## src/rtl/multi_cycle_ctrl_if.sv

```systemverilog
// Control bundle between the multi-cycle MIPS controller and its datapath.
// The master side is the controller; the slave side is the datapath.
interface multi_cycle_ctrl_if;
   logic [5:0]  instr_op_i;
   logic [5:0]  funct_i;
   logic        zero_i;
   logic        mem_ready_i;

   logic        mem_req_o;
   logic        MemRead_o;
   logic        MemWrite_o;
   logic        IorD_o;
   logic        IRWrite_o;
   logic        PCWrite_o;
   logic        RegWrite_o;
   logic        RegDst_o;
   logic        MemToReg_o;
   logic        JalSelect_o;
   logic        ALUSrcA_o;
   logic [1:0]  ALUSrcB_o;
   logic [1:0]  PCSource_o;
   logic [2:0]  ALU_op_o;

   logic [3:0]  state_o;
   logic        illegal_o;
   logic        instr_done_o;
   logic [15:0] instr_cnt_o;

   modport master (
      input  instr_op_i, funct_i, zero_i, mem_ready_i,
      output mem_req_o, MemRead_o, MemWrite_o, IorD_o, IRWrite_o, PCWrite_o,
             RegWrite_o, RegDst_o, MemToReg_o, JalSelect_o, ALUSrcA_o,
             ALUSrcB_o, PCSource_o, ALU_op_o,
             state_o, illegal_o, instr_done_o, instr_cnt_o
   );

   modport slave (
      output instr_op_i, funct_i, zero_i, mem_ready_i,
      input  mem_req_o, MemRead_o, MemWrite_o, IorD_o, IRWrite_o, PCWrite_o,
             RegWrite_o, RegDst_o, MemToReg_o, JalSelect_o, ALUSrcA_o,
             ALUSrcB_o, PCSource_o, ALU_op_o,
             state_o, illegal_o, instr_done_o, instr_cnt_o
   );
endinterface

```

## src/rtl/multi_cycle_ctrl.sv

```systemverilog
// Multi-cycle MIPS control FSM: sequences fetch, decode, memory, execute,
// branch and jump steps and counts retired instructions.
module multi_cycle_ctrl (
   input logic               clk_i,
   input logic               rst_i,
   multi_cycle_ctrl_if.master bus
);

   typedef enum logic [3:0] {
      FETCH   = 4'd0,
      DECODE  = 4'd1,
      MEMADDR = 4'd2,
      MEMRD   = 4'd3,
      MEMWB   = 4'd4,
      MEMWR   = 4'd5,
      EXEC    = 4'd6,
      RWB     = 4'd7,
      BRANCH  = 4'd8,
      JUMP    = 4'd9
   } stateT;

   localparam logic [5:0] OP_RTYPE = 6'b000000;
   localparam logic [5:0] OP_LW    = 6'b100011;
   localparam logic [5:0] OP_SW    = 6'b101011;
   localparam logic [5:0] OP_ADDI  = 6'b001000;
   localparam logic [5:0] OP_SLTI  = 6'b001010;
   localparam logic [5:0] OP_BEQ   = 6'b000100;
   localparam logic [5:0] OP_BNE   = 6'b000101;
   localparam logic [5:0] OP_J     = 6'b000010;
   localparam logic [5:0] OP_JAL   = 6'b000011;
   localparam logic [5:0] FN_JR    = 6'b001000;

   stateT       state;
   stateT       nextState;
   logic        doneQ;
   logic [15:0] instrCnt;

   logic isRtype, isJr, isLw, isSw, isAddi, isSlti, isBeq, isBne, isJ, isJal;

   logic       memReq, memRead, memWrite, iorD, irWrite, pcWrite;
   logic       regWrite, regDst, memToReg, jalSelect, srcA, illegal;
   logic [1:0] srcB, pcSource;
   logic [2:0] aluOp;
   logic       countEvent;

   assign isRtype = (bus.instr_op_i == OP_RTYPE);
   assign isJr    = isRtype && (bus.funct_i == FN_JR);
   assign isLw    = (bus.instr_op_i == OP_LW);
   assign isSw    = (bus.instr_op_i == OP_SW);
   assign isAddi  = (bus.instr_op_i == OP_ADDI);
   assign isSlti  = (bus.instr_op_i == OP_SLTI);
   assign isBeq   = (bus.instr_op_i == OP_BEQ);
   assign isBne   = (bus.instr_op_i == OP_BNE);
   assign isJ     = (bus.instr_op_i == OP_J);
   assign isJal   = (bus.instr_op_i == OP_JAL);

   // Per-state control decode and next-state selection; anything not set
   // in a state stays at its zero default.
   always_comb begin
      nextState = FETCH;
      memReq    = 1'b0;
      memRead   = 1'b0;
      memWrite  = 1'b0;
      iorD      = 1'b0;
      irWrite   = 1'b0;
      pcWrite   = 1'b0;
      regWrite  = 1'b0;
      regDst    = 1'b0;
      memToReg  = 1'b0;
      jalSelect = 1'b0;
      srcA      = 1'b0;
      srcB      = 2'd0;
      pcSource  = 2'd0;
      aluOp     = 3'b000;
      illegal   = 1'b0;
      case (state)
         FETCH: begin
            memReq  = 1'b1;
            memRead = 1'b1;
            srcB    = 2'd1;
            if (bus.mem_ready_i) begin
               irWrite   = 1'b1;
               pcWrite   = 1'b1;
               nextState = DECODE;
            end else begin
               nextState = FETCH;
            end
         end
         DECODE: begin
            srcB = 2'd3;
            if (isLw || isSw)                  nextState = MEMADDR;
            else if (isJr)                     nextState = JUMP;
            else if (isRtype || isAddi || isSlti) nextState = EXEC;
            else if (isBeq || isBne)           nextState = BRANCH;
            else if (isJ || isJal)             nextState = JUMP;
            else begin
               illegal   = 1'b1;
               nextState = FETCH;
            end
         end
         MEMADDR: begin
            srcA      = 1'b1;
            srcB      = 2'd2;
            nextState = isSw ? MEMWR : MEMRD;
         end
         MEMRD: begin
            memReq    = 1'b1;
            memRead   = 1'b1;
            iorD      = 1'b1;
            nextState = bus.mem_ready_i ? MEMWB : MEMRD;
         end
         MEMWB: begin
            regWrite  = 1'b1;
            memToReg  = 1'b1;
            nextState = FETCH;
         end
         MEMWR: begin
            memReq    = 1'b1;
            memWrite  = 1'b1;
            iorD      = 1'b1;
            nextState = bus.mem_ready_i ? FETCH : MEMWR;
         end
         EXEC: begin
            srcA = 1'b1;
            if (isRtype) begin
               srcB  = 2'd0;
               aluOp = 3'b100;
            end else if (isSlti) begin
               srcB  = 2'd2;
               aluOp = 3'b010;
            end else begin
               srcB  = 2'd2;
               aluOp = 3'b000;
            end
            nextState = RWB;
         end
         RWB: begin
            regWrite  = 1'b1;
            regDst    = isRtype;
            nextState = FETCH;
         end
         BRANCH: begin
            srcA      = 1'b1;
            srcB      = 2'd0;
            pcSource  = 2'd1;
            aluOp     = isBne ? 3'b101 : 3'b001;
            pcWrite   = isBne ? ~bus.zero_i : bus.zero_i;
            nextState = FETCH;
         end
         JUMP: begin
            pcWrite   = 1'b1;
            pcSource  = isJr ? 2'd3 : 2'd2;
            regWrite  = isJal;
            jalSelect = isJal;
            nextState = FETCH;
         end
         default: nextState = FETCH;
      endcase
   end

   // A retired instruction is any arrival in FETCH except waiting in FETCH
   // and the discard path of an illegal opcode.
   assign countEvent = (nextState == FETCH) && (state != FETCH) && !illegal;

   always_ff @(posedge clk_i or negedge rst_i) begin
      if (!rst_i) begin
         state    <= FETCH;
         doneQ    <= 1'b0;
         instrCnt <= 16'd0;
      end else begin
         state <= nextState;
         doneQ <= countEvent;
         if (countEvent) begin
            instrCnt <= instrCnt + 16'd1;
         end
      end
   end

   // Holding reset silences every control line so an in-flight access is
   // dropped at once without a stray write strobe.
   assign bus.mem_req_o    = memReq    & rst_i;
   assign bus.MemRead_o    = memRead   & rst_i;
   assign bus.MemWrite_o   = memWrite  & rst_i;
   assign bus.IorD_o       = iorD      & rst_i;
   assign bus.IRWrite_o    = irWrite   & rst_i;
   assign bus.PCWrite_o    = pcWrite   & rst_i;
   assign bus.RegWrite_o   = regWrite  & rst_i;
   assign bus.RegDst_o     = regDst    & rst_i;
   assign bus.MemToReg_o   = memToReg  & rst_i;
   assign bus.JalSelect_o  = jalSelect & rst_i;
   assign bus.ALUSrcA_o    = srcA      & rst_i;
   assign bus.ALUSrcB_o    = srcB      & {2{rst_i}};
   assign bus.PCSource_o   = pcSource  & {2{rst_i}};
   assign bus.ALU_op_o     = aluOp     & {3{rst_i}};
   assign bus.illegal_o    = illegal   & rst_i;
   assign bus.state_o      = state;
   assign bus.instr_done_o = doneQ;
   assign bus.instr_cnt_o  = instrCnt;

endmodule

```

## src/flat_wrapper.sv

```systemverilog
// flat-port wrapper written by rule: the top's interface ports become plain ports
module multi_cycle_ctrl_flat 
  (clk_i, rst_i, bus_instr_op_i, bus_funct_i, bus_zero_i, bus_mem_ready_i, bus_mem_req_o, bus_MemRead_o, bus_MemWrite_o, bus_IorD_o, bus_IRWrite_o, bus_PCWrite_o, bus_RegWrite_o, bus_RegDst_o, bus_MemToReg_o, bus_JalSelect_o, bus_ALUSrcA_o, bus_ALUSrcB_o, bus_PCSource_o, bus_ALU_op_o, bus_state_o, bus_illegal_o, bus_instr_done_o, bus_instr_cnt_o);
  multi_cycle_ctrl_if bus_i ();
  input logic clk_i;
  input logic rst_i;
  input wire logic [$bits(bus_i.instr_op_i)-1:0] bus_instr_op_i;
  input wire logic [$bits(bus_i.funct_i)-1:0] bus_funct_i;
  input wire logic [$bits(bus_i.zero_i)-1:0] bus_zero_i;
  input wire logic [$bits(bus_i.mem_ready_i)-1:0] bus_mem_ready_i;
  output wire logic [$bits(bus_i.mem_req_o)-1:0] bus_mem_req_o;
  output wire logic [$bits(bus_i.MemRead_o)-1:0] bus_MemRead_o;
  output wire logic [$bits(bus_i.MemWrite_o)-1:0] bus_MemWrite_o;
  output wire logic [$bits(bus_i.IorD_o)-1:0] bus_IorD_o;
  output wire logic [$bits(bus_i.IRWrite_o)-1:0] bus_IRWrite_o;
  output wire logic [$bits(bus_i.PCWrite_o)-1:0] bus_PCWrite_o;
  output wire logic [$bits(bus_i.RegWrite_o)-1:0] bus_RegWrite_o;
  output wire logic [$bits(bus_i.RegDst_o)-1:0] bus_RegDst_o;
  output wire logic [$bits(bus_i.MemToReg_o)-1:0] bus_MemToReg_o;
  output wire logic [$bits(bus_i.JalSelect_o)-1:0] bus_JalSelect_o;
  output wire logic [$bits(bus_i.ALUSrcA_o)-1:0] bus_ALUSrcA_o;
  output wire logic [$bits(bus_i.ALUSrcB_o)-1:0] bus_ALUSrcB_o;
  output wire logic [$bits(bus_i.PCSource_o)-1:0] bus_PCSource_o;
  output wire logic [$bits(bus_i.ALU_op_o)-1:0] bus_ALU_op_o;
  output wire logic [$bits(bus_i.state_o)-1:0] bus_state_o;
  output wire logic [$bits(bus_i.illegal_o)-1:0] bus_illegal_o;
  output wire logic [$bits(bus_i.instr_done_o)-1:0] bus_instr_done_o;
  output wire logic [$bits(bus_i.instr_cnt_o)-1:0] bus_instr_cnt_o;
  assign bus_i.instr_op_i = bus_instr_op_i;
  assign bus_i.funct_i = bus_funct_i;
  assign bus_i.zero_i = bus_zero_i;
  assign bus_i.mem_ready_i = bus_mem_ready_i;
  assign bus_mem_req_o = bus_i.mem_req_o;
  assign bus_MemRead_o = bus_i.MemRead_o;
  assign bus_MemWrite_o = bus_i.MemWrite_o;
  assign bus_IorD_o = bus_i.IorD_o;
  assign bus_IRWrite_o = bus_i.IRWrite_o;
  assign bus_PCWrite_o = bus_i.PCWrite_o;
  assign bus_RegWrite_o = bus_i.RegWrite_o;
  assign bus_RegDst_o = bus_i.RegDst_o;
  assign bus_MemToReg_o = bus_i.MemToReg_o;
  assign bus_JalSelect_o = bus_i.JalSelect_o;
  assign bus_ALUSrcA_o = bus_i.ALUSrcA_o;
  assign bus_ALUSrcB_o = bus_i.ALUSrcB_o;
  assign bus_PCSource_o = bus_i.PCSource_o;
  assign bus_ALU_op_o = bus_i.ALU_op_o;
  assign bus_state_o = bus_i.state_o;
  assign bus_illegal_o = bus_i.illegal_o;
  assign bus_instr_done_o = bus_i.instr_done_o;
  assign bus_instr_cnt_o = bus_i.instr_cnt_o;
  multi_cycle_ctrl u_core (.clk_i(clk_i), .rst_i(rst_i), .bus(bus_i));
endmodule
```

## config.mk

```make
export PLATFORM = sky130hd
export DESIGN_NAME = multi_cycle_ctrl_flat
export DESIGN_NICKNAME = d
export VERILOG_FILES = /design/src/rtl/multi_cycle_ctrl_if.sv /design/src/rtl/multi_cycle_ctrl.sv /design/src/flat_wrapper.sv
export SDC_FILE = /design/constraint.sdc
export NUM_CORES = 1
export LEC_CHECK = 0
export ABC_AREA = 1
export BUFFER_PORTS_ARGS = -buffer_cell sky130_fd_sc_hd__buf_2
export CAP_MARGIN = 15
export CORE_MARGIN = 2
export CORE_UTILIZATION = 45
export CTS_CLUSTER_SIZE = 40
export DETAILED_ROUTE_END_ITERATION = 16
export GPL_TIMING_DRIVEN = 0
export PLACE_DENSITY = 0.73
export SLEW_MARGIN = 10
export SYNTH_ARGS = -nofsm -noshare
export SYNTH_HDL_FRONTEND = slang
export SYNTH_SLANG_ARGS = --single-unit
```

## constraint.sdc

```tcl
create_clock -name clk_i -period 1.9 [get_ports clk_i]
set_clock_uncertainty 0.05 [all_clocks]
set_input_delay 0.19 -clock clk_i [delete_from_list [all_inputs] [get_ports clk_i]]
set_output_delay 0.19 -clock clk_i [all_outputs]
set_load 0.05 [all_outputs]
```

# Word-level counts from Yosys, hierarchy flattened
# Index checks and enable logic that the tools add are counted.
dict set report word_totals {
  regBits 21
  latch_bits 0
  ram_bits 0
  romBits 0
  memories 0
}
dict set report classes {
  add_sub_neg 1
  multipliers 0
  div 0
  order_cmp 0
  n_eq_ne 18
  shift 0
  mux 37
  bitwise_logic 16
  n_reduce_logical 18
}
# op n
set ops {}
lappend ops {{4-bit one-hot mux with 6 select lines} 1}
lappend ops {{4-bit two-way mux} 5}
lappend ops {{1-bit two-way mux} 19}
lappend ops {{6-bit by 4-bit == test with 1-bit output, second input constant} 3}
lappend ops {{16-bit by 1-bit adder with 16-bit output, second input constant} 1}
lappend ops {{4-bit by 3-bit == test with 1-bit output, second input constant} 4}
lappend ops {{3-bit two-way mux} 5}
lappend ops {{1-bit AND} 12}
lappend ops {{6-bit by 2-bit == test with 1-bit output, second input constant} 2}
lappend ops {{6-bit by 3-bit == test with 1-bit output, second input constant} 2}
lappend ops {{6-bit == test, second input constant} 2}
lappend ops {{4-bit by 2-bit == test with 1-bit output, second input constant} 2}
lappend ops {{4-bit == test, second input constant} 2}
lappend ops {{4-bit logical NOT} 2}
lappend ops {{2-bit one-hot mux with 4 select lines} 1}
lappend ops {{6-bit logical NOT} 1}
lappend ops {{3-bit one-hot mux with 2 select lines} 1}
lappend ops {{2-bit OR reduction} 3}
lappend ops {{3-bit OR reduction} 2}
lappend ops {{1-bit logical OR} 5}
lappend ops {{2-bit AND} 2}
lappend ops {{4-bit by 1-bit == test with 1-bit output, second input constant} 1}
lappend ops {{2-bit two-way mux} 2}
lappend ops {{2-bit one-hot mux with 2 select lines} 1}
lappend ops {{7 further kinds} 9}

# Depth between registers and ports, before layout
# Gate-level depths: netlist of the first run.
dict set report logic_depth {
  ltp_word 11
  mapped_depth 13
}

# Worst setup path after synthesis of the first run
# No wires, ideal clock.
dict set report synth_timing {
  kind {reg-to-output}
  startpoint {register u_core.state[3] (netlist: u_core.bus.state_o[3])}
  endpoint {output bus_PCWrite_o}
  arrival_ns 2.857
  slack_ns -1.197
  stages_incl_launch_ff 8
  path_cell_list {dfrtp_1 > nor2_1 > inv_1 > nor2_1 > inv_1 > nor3_1 > nor2_1 > o21ai_0}
}
dict set report synth_between {
  elab_chain_len 3
  word_cells_on_any_way 5
}
# element line
set synth_rtl {}
lappend synth_rtl {{start, declared} multi_cycle_ctrl.sv:33} ;# stateT state;
lappend synth_rtl {{start signal, assigned} multi_cycle_ctrl.sv:171} ;# state <= nextState;
lappend synth_rtl {{4-bit == test or 4-bit logical NOT (tied branches)} multi_cycle_ctrl.sv:76} ;# case (state)
lappend synth_rtl {{1-bit one-hot mux with 3 select lines *} multi_cycle_ctrl.sv:76}
lappend synth_rtl {{1-bit AND *} multi_cycle_ctrl.sv:186} ;# assign bus.PCWrite_o = pcWrite & rst_i;
lappend synth_rtl {{end, declared} flat_wrapper.sv:16} ;# output wire logic [$bits(bus_i.PCWrite_o)-1:0] bus_PCWrite_o;
# Mark *: on every way between the ends. The rest lies on a longest branch, timed or not.

# Final worst setup path of the first run
dict set report layout_timing {
  startpoint {register u_core.state[3] (netlist: u_core.bus.state_o[3])}
  endpoint {output bus_ALUSrcB_o[1]}
}
dict set report layout_between {
  elab_chain_len 3
  word_cells_on_any_way 6
}
# element line
set layout_rtl {}
lappend layout_rtl {{4-bit by 3-bit == test with 1-bit output (tied with other cells)} multi_cycle_ctrl.sv:76}
lappend layout_rtl {{2-bit one-hot mux with 4 select lines *} multi_cycle_ctrl.sv:76}
lappend layout_rtl {{2-bit AND *} multi_cycle_ctrl.sv:192} ;# assign bus.ALUSrcB_o = srcB & {2{rst_i}};
lappend layout_rtl {{end, declared} flat_wrapper.sv:22} ;# output wire logic [$bits(bus_i.ALUSrcB_o)-1:0] bus_ALUSrcB_o;
# Marks and branches as above.

==> results.yml, run 1 <==
outcome:
  outcome: "finished clean"
routing:
  firstDrtPassIters: 4
  wl_per_cell_um: 11.76
  vias: 1844
  postRouteAntennaNets: 0
  drt_iter0_markers: 56
  vias_per_cell: 4.957
  drc: 0
  totalWireLength_um: 4374
yosys:
  yosysTopAreaCellShare_pct: 31.32
  syn_nets: 269
  syn_area_per_cell_um2: 6.658
  seq_area_frac_synth_pct: 31.32
  synth_commonest_cells: "67 x nand2_1, 37 x inv_1, 37 x nor2_1"
  synth_area_um2: 1678
  synth_cells: 252
  ys_ff_latch: 21
  synthFlopType: "dfrtp_1"
  async_flop_share_pct: 100.0
  synth_edf_count: 0
  ys_types: 27
  synthTopCellsByArea: "dfrtp_1 31%, nand2_1 15%, inv_1 8.3%, nor2_1 8.3%, nand4_1 7.1%"
  synth_largest_area_cell: "dfrtp_1"
  ys_warn_count: 0
  yosysMostFrequentCell: "nand2_1"
floorplan:
  ioPinCount: 56
  initial_core_util_pct: 46.18
  die_w_um: 65.06
  fp.dieArea_um2: 4233
  fp.dieH_um: 65.06
  core_um2: 3633
  num_rows: 22
hold_path:
  hold_class: "input pin to flip-flop"
power_and_ir_drop:
  power.density_nw_per_um2: 1312
  p_leak_nw: 1.294
  peakVddDrop_v: 0.001021
timing:
  period_share_pct: 97.23
  clock.fmax_ghz: 0.5413
  setup-violations-final: 0
  slew_headroom_pct: 38.16
  hold_viol_final: 0
  fin_crit_ns: 1.847
  maxSlewViolCount: 0
  worst_slew_pin_slew_ns: 0.9246
  rsz0062_at_grt: "yes"
  whs_ns: 0.3152
finish:
  post-route-util_pct: 64.33
  antenna_cells: 0
  fillers: 348
  area_growth_pct: 39.30
  layout.nets: 342
  drive_above_1_share_pct: 35.49
critical_path:
  crit_fanout: 4
  critPathMaxStageDelay_ns: 0.46
  cp_num_buf_inv: 4
  crit_family: "flip-flops"
  cp_slowest_cell: "dfrtp_2"
  start_kind: "flip-flop"
  path_class: "flip-flop to output port"
  cp.required_ns: 1.66
  cp-end-kind: "output port"
  path_cells: "nor2_4 -> inv_2 -> nor2_4 -> buf_6 -> inv_2 -> a31oi_2 -> buf_6"
  cp.arrival_ns: 1.61
place:
  port-buffer-count: 55
  hpwl_um: 3246
  gp_congestion: 0.9211
clock_tree:
  cts_tree: "done"
  cts_made_buffers: 3
  cts_buffer_depth: 2
  htreeDepth: 1
  root_buffer: "clkbuf_8"
  cts_sinks: 21
  cts.clk_slew.worst_paths_ns: 0.08
  insertion_delay_ns: 0.26
grt:
  grt.overflow.total: 0
  grt_pass1_vias: 1712
  grt_max_degree: 22
  grt.total_usage_pct: 22.20
  antenna_found_initial: 0
  grt_pass1_wl_um: 7527
flow_run:
  timing.max_cap.violations: 0
[worst paths after layout]
path / from / endpoint / slack [ns] / depth (start not counted)
max: u_core.bus.state_o[3] / bus_ALUSrcB_o[1] / 0.05 / 7
min: bus_mem_ready_i / u_core.bus.state_o[0] / 0.32 / 4
max reg2reg: u_core.bus.state_o[3] / u_core.bus.instr_cnt_o[0] / 0.09 / 11
min reg2reg: u_core.bus.instr_cnt_o[4] / u_core.bus.instr_cnt_o[4] / 0.48 / 2
max in group asynchronous: rst_i / u_core.bus.state_o[1] / 0.57 / 2
min in group asynchronous: rst_i / u_core.bus.instr_cnt_o[15] / 0.60 / 2
[layer usage]
layer,routed length [µm],vias to the layer above,global-route usage (%)
met4,62,0,7.031
met5,0,-,0
li1,-,947,-
met2,2156,48,38.14
met3,162,8,3.472
met1,1992,841,28.57
[final cells by class]
class                      instances  area [µm²]  share of cell area [%]
multi-input combinational        188        1085                   46.41
sequential                        21       530.5                   22.70
timing repair buffer              68       430.4                   18.42
inverter                          38       142.6                   6.103
tap                               48       60.06                   2.570
buffer                             5       42.54                   1.820
clock buffer                       3       41.29                   1.767
clock inverter                     1       5.005                  0.2141
[where the power goes]
part / internal, mW / switching [mW] / leakage (nW)
sequential: 0.533 / 0.103 / 0.279
clock: 0.146 / 0.145 / 0.0255
combinational: 0.743 / 1.40 / 0.990
[layout by cell type (no fill, tap or decap), types with 2 or more instances in the layout]
| cell type | Yosys | routed |
|---|---|---|
| dfrtp_1 | 21 | 17 |
| xor2_1 | 9 | 9 |
| nand4_1 | 19 | 19 |
| buf_4 | 1 | 14 |
| nor3_4 | 0 | 2 |
| nor3_1 | 7 | 4 |
| buf_8 | 0 | 2 |
| dfrtp_2 | 0 | 4 |
| a21oi_1 | 4 | 2 |
| nor2_1 | 37 | 30 |
| xnor2_1 | 6 | 6 |
| nor2_2 | 2 | 5 |
| nor2_4 | 4 | 8 |
| nand3_1 | 19 | 19 |
| nand3_4 | 1 | 2 |
| a21oi_2 | 1 | 3 |
| clkbuf_8 | 0 | 3 |
| inv_2 | 1 | 6 |
| buf_2 | 2 | 48 |
| buf_6 | 1 | 5 |
| nand2_1 | 67 | 67 |
| a31oi_2 | 0 | 2 |
| inv_1 | 37 | 32 |
[per-stage QoR]
stage	std cells	setup WS (ns)	total power, mW	area [µm²]	TNS [ns]
floorplan	252	-0.1375	1.980	1753	-0.3921
global placement	355	-0.1266	2.328	2088	-0.7417
detailed placement	355	-0.1282	2.364	2088	-0.8501
CTS	364	0.002363	2.834	2222	0
global route	372	-0.03876	3.257	2337	-0.3203
finish	372	0.05258	3.066	2337	0
[worst reg2reg max path: cells and delay by family, from the launching register on]
| kind | cells | cell delay [ns] |
|---|---|---|
| buf+inv | 4 | 0.48 |
| flops | 1 | 0.46 |
| simple gates | 7 | 0.70 |
[cells by family after synthesis]
logic type | after synthesis | synth area share (%)
AOI/OAI and AO/OA | 10 | 3.580
adders and majority gates | 1 | 0.7456
xor gates and xnor gates | 15 | 7.830
DFF | 21 | 31.32
and+or+nand+nor | 162 | 46.08
buffers and inverters | 43 | 10.44
[timing repair]
| item | 4_1_cts | 5_1_grt |
|---|---|---|
| hold buffers | 1 | 0 |
| buffers inserted | 4 | 8 |
| endpoints found under the hold margin | 21 | 0 |
| pin swaps | 3 | 6 |
| gates resized for setup | 17 | 16 |
| endpoints found under the setup margin | 14 | 23 |
[flip-flops by register name, summed over array words and instances (netlist names)]
register / flops
u_core.bus.instr_cnt_o: 16
u_core.bus.state_o: 4
u_core.bus.instr_done_o: 1
No activity file was read; power rests on OpenSTA's default activity.
==> run 2, diff against run 1 <==
ABC_AREA = not set   (was 1)
GPL_ROUTABILITY_DRIVEN = 0   (was not set)
PLACE_DENSITY = 0.75   (was 0.73)
==> run 2 against run 1 <==
The flow now finishes with violations (setup timing); non-clock buffer count rose by 15; sequential cell count did not move; clock power fell by 25%; critical path type unchanged; synthesized area fell by 15%; combinational power fell by 67%; total power fell by 52%; final cell count fell by 23%; worst hold slack got worse by 0.25 ns; first-iteration DRC count rose by 71%; largest cell class unchanged; utilization rose by 14 points; critical endpoint is now bus_RegWrite_o.
==> results.yml, run 2 <==
place:
  port-buffer-count: 54
  hpwl_um: 2784
power_and_ir_drop:
  sw_frac_of_total_pct: 43.65
  pwr-share-seq_pct: 36.5
  peakVddDrop_v: 0.0004036
  p_int_uw: 820.7
  pwr-share-comb_pct: 48.6
  p_leak_nw: 1.143
  power.switching_uw: 635.9
  power.density_nw_per_um2: 616.3
  finalPower_mw: 1.457
  clkPwrFrac_pct: 15.0
finish:
  antenna_cells: 0
  final_cell_mix: "38 x buf_2, 29 x buf_4, 17 x dfrtp_1, 11 x nor2_1"
  area_growth_pct: 66.58
  layout_commonest_cell: "buf_2"
  largest_register_ffs: 16
  drive_above_1_share_pct: 54.10
  layout.nets: 262
clock_tree:
  htreeDepth: 1
  cts_buffer_depth: 2
  root_buffer: "clkbuf_4"
  cts_tree: "done"
  cts_made_buffers: 3
  cts_sinks: 21
  cts.clk_slew.worst_paths_ns: 0.13
  insertion_delay_ns: 0.32
critical_path:
  rr_endpoint: "u_core.bus.instr_cnt_o[7]"
  critPathMaxStageDelay_ns: 0.47
  cp_slowest_cell: "dfrtp_2"
  rr_startpoint: "u_core.bus.state_o[1]"
  cp.arrival_ns: 1.91
  crit_start: "u_core.bus.state_o[3]"
  path_cells: "inv_1 -> nor4b_4 -> and3_4 -> a41o_4 -> buf_8"
  cp.required_ns: 1.66
  path_class: "flip-flop to output port"
  crit_family: "simple AND/OR/NAND/NOR gates"
  cp-end-kind: "output port"
  worst-r2r-setup-slack_ns: 0.02
  reg2reg_depth: 5
  cp_num_buf_inv: 2
  crit_fanout: 5
  start_kind: "flip-flop"
yosys:
  synth_largest_area_cell: "dfrtp_1"
  ys_warn_count: 0
  syn_nets: 175
  ys_ff_latch: 21
  synth_edf_count: 0
  synthTopCellsByArea: "dfrtp_1 37%, xor2_1 5.6%, xnor2_1 4.9%, nor2_1 4.2%, nor3_1 3.5%"
  async_flop_share_pct: 100.0
  yosysTopAreaCellShare_pct: 37.04
  synthFlopType: "dfrtp_1"
  synth_cells: 158
  syn_area_per_cell_um2: 8.980
  synth_area_um2: 1419
  seq_area_frac_synth_pct: 37.04
  synth_commonest_cells: "21 x dfrtp_1, 16 x nor2_1, 10 x nand2_1, 10 x nor3_1"
  yosysMostFrequentCell: "dfrtp_1"
  ys_types: 46
timing:
  whs_ns: 0.06603
  maxSlewViolCount: 0
  fin_crit_ns: 2.151
  period_share_pct: 113.2
  hold_viol_final: 0
  clock.fmax_ghz: 0.4650
  rsz0062_at_grt: "yes"
  setup-violations-final: 10
  layout_setup_ws_ns: -0.2507
  slew_headroom_pct: 35.13
  worst_slew_pin_slew_ns: 0.9699
hold_path:
  holdCritStartpoint: "bus_instr_op_i[3]"
  hold_class: "input pin to flip-flop"
  min_to: "u_core.bus.state_o[1]"
  holdPathStages: 2
floorplan:
  fp.dieH_um: 60.15
  num_rows: 20
  ioPinCount: 56
  initial_core_util_pct: 46.86
  fp.dieArea_um2: 3618
  core_um2: 3028
  die_w_um: 60.15
routing:
  postRouteAntennaNets: 0
  wl_per_cell_um: 17.11
  drt_iter0_markers: 96
  drc: 0
  vias_per_cell: 5.622
  totalWireLength_um: 4927
  firstDrtPassIters: 4
  vias: 1619
grt:
  antenna_found_initial: 0
  grt.total_usage_pct: 25.00
  grt_pass1_wl_um: 6858
  grt.overflow.total: 0
  grt_pass1_vias: 1487
  grt_max_degree: 22
outcome:
  outcome: "complete, but fails checks"
  failed_checks: "setup timing"
flow_run:
  timing.max_cap.violations: 0
-- run 2: cell types whose count changed after synthesis, sizes merged, moves of 5 or more --
cell	change
nand2	-59
inv	-31
nor2	-28
nand4	-16
nand3	-13
and3	+5
-- run 2: how the worst max path moves through the flow --
stage / cells past startpoint / end / slack, ns
floorplan: 5 / bus_RegWrite_o / -0.54
global placement: 6 / bus_ALU_op_o[1] / -0.20
detailed placement: 6 / bus_ALU_op_o[1] / -0.24
CTS: 5 / bus_illegal_o / -0.19
global route: 5 / bus_RegWrite_o / -0.30
finish: 5 / bus_RegWrite_o / -0.25
-- run 2: power by group through the flow --
stage	combinational, mW	clock, mW	sequential [mW]
after floorplan	0.271	0	0.665
after global placement	0.526	0	0.533
after detailed placement	0.536	0	0.536
after CTS	0.607	0.220	0.526
after global routing	0.744	0.238	0.537
final	0.707	0.218	0.531
-- run 2: what timing repair did --
item                                    CTS  global route
endpoints found under the setup margin   15            16
pin swaps                                 9            15
hold buffers                              1             0
buffers inserted                         16            14
cloned                                    0             1
endpoints found under the hold margin    21             0
resized for setup                        37            37
-- run 2: layer usage --
| layer | vias to the layer above | routed length, µm | part of all wire [%] | global-route usage, % |
|---|---|---|---|---|
| met4 | 0 | 123 | 2.5 | 5.714 |
| met5 | - | 0 | 0 | 0 |
| met2 | 67 | 2444 | 50 | 42.08 |
| met1 | 791 | 2075 | 42 | 33.51 |
| li1 | 749 | - | - | - |
| met3 | 12 | 285 | 5.8 | 4.113 |
-- run 2: kinds of logic after synthesis --
logic type | Yosys count | share of synthesized area (%)
DFF | 21 | 37.04
xor gates and xnor gates | 17 | 10.49
muxes | 2 | 1.499
adders and majority gates | 1 | 0.8817
AOI/OAI and AO/OA | 22 | 11.91
buffers and inverters | 14 | 5.468
and+or+nand+nor | 81 | 32.72
-- run 2: layout make-up --
cell class | instances | area (µm²)
Buffer | 4 | 45.04
Clock buffer | 3 | 22.52
Clock inverter | 1 | 5.005
Fill cell | 193 | 664.4
Inverter | 7 | 26.28
Multi-Input combinational cell | 124 | 1057
Sequential cell | 21 | 530.5
Tap cell | 44 | 55.05
Timing Repair Buffer | 84 | 621.8
-- run 2: stage by stage --
stage	cell area, µm²	worst slack (ns)	std cells	setup TNS, ns	utilization (%)
after global routing	2364	-0.2991	288	-1.842	78.06
after CTS	2137	-0.1916	275	-0.4261	70.58
final	2364	-0.2507	288	-1.199	78.06
after detailed placement	1872	-0.2402	256	-0.8877	61.82
after floorplan	1546	-0.5366	158	-2.013	-
after global placement	1872	-0.2036	256	-0.7139	61.82
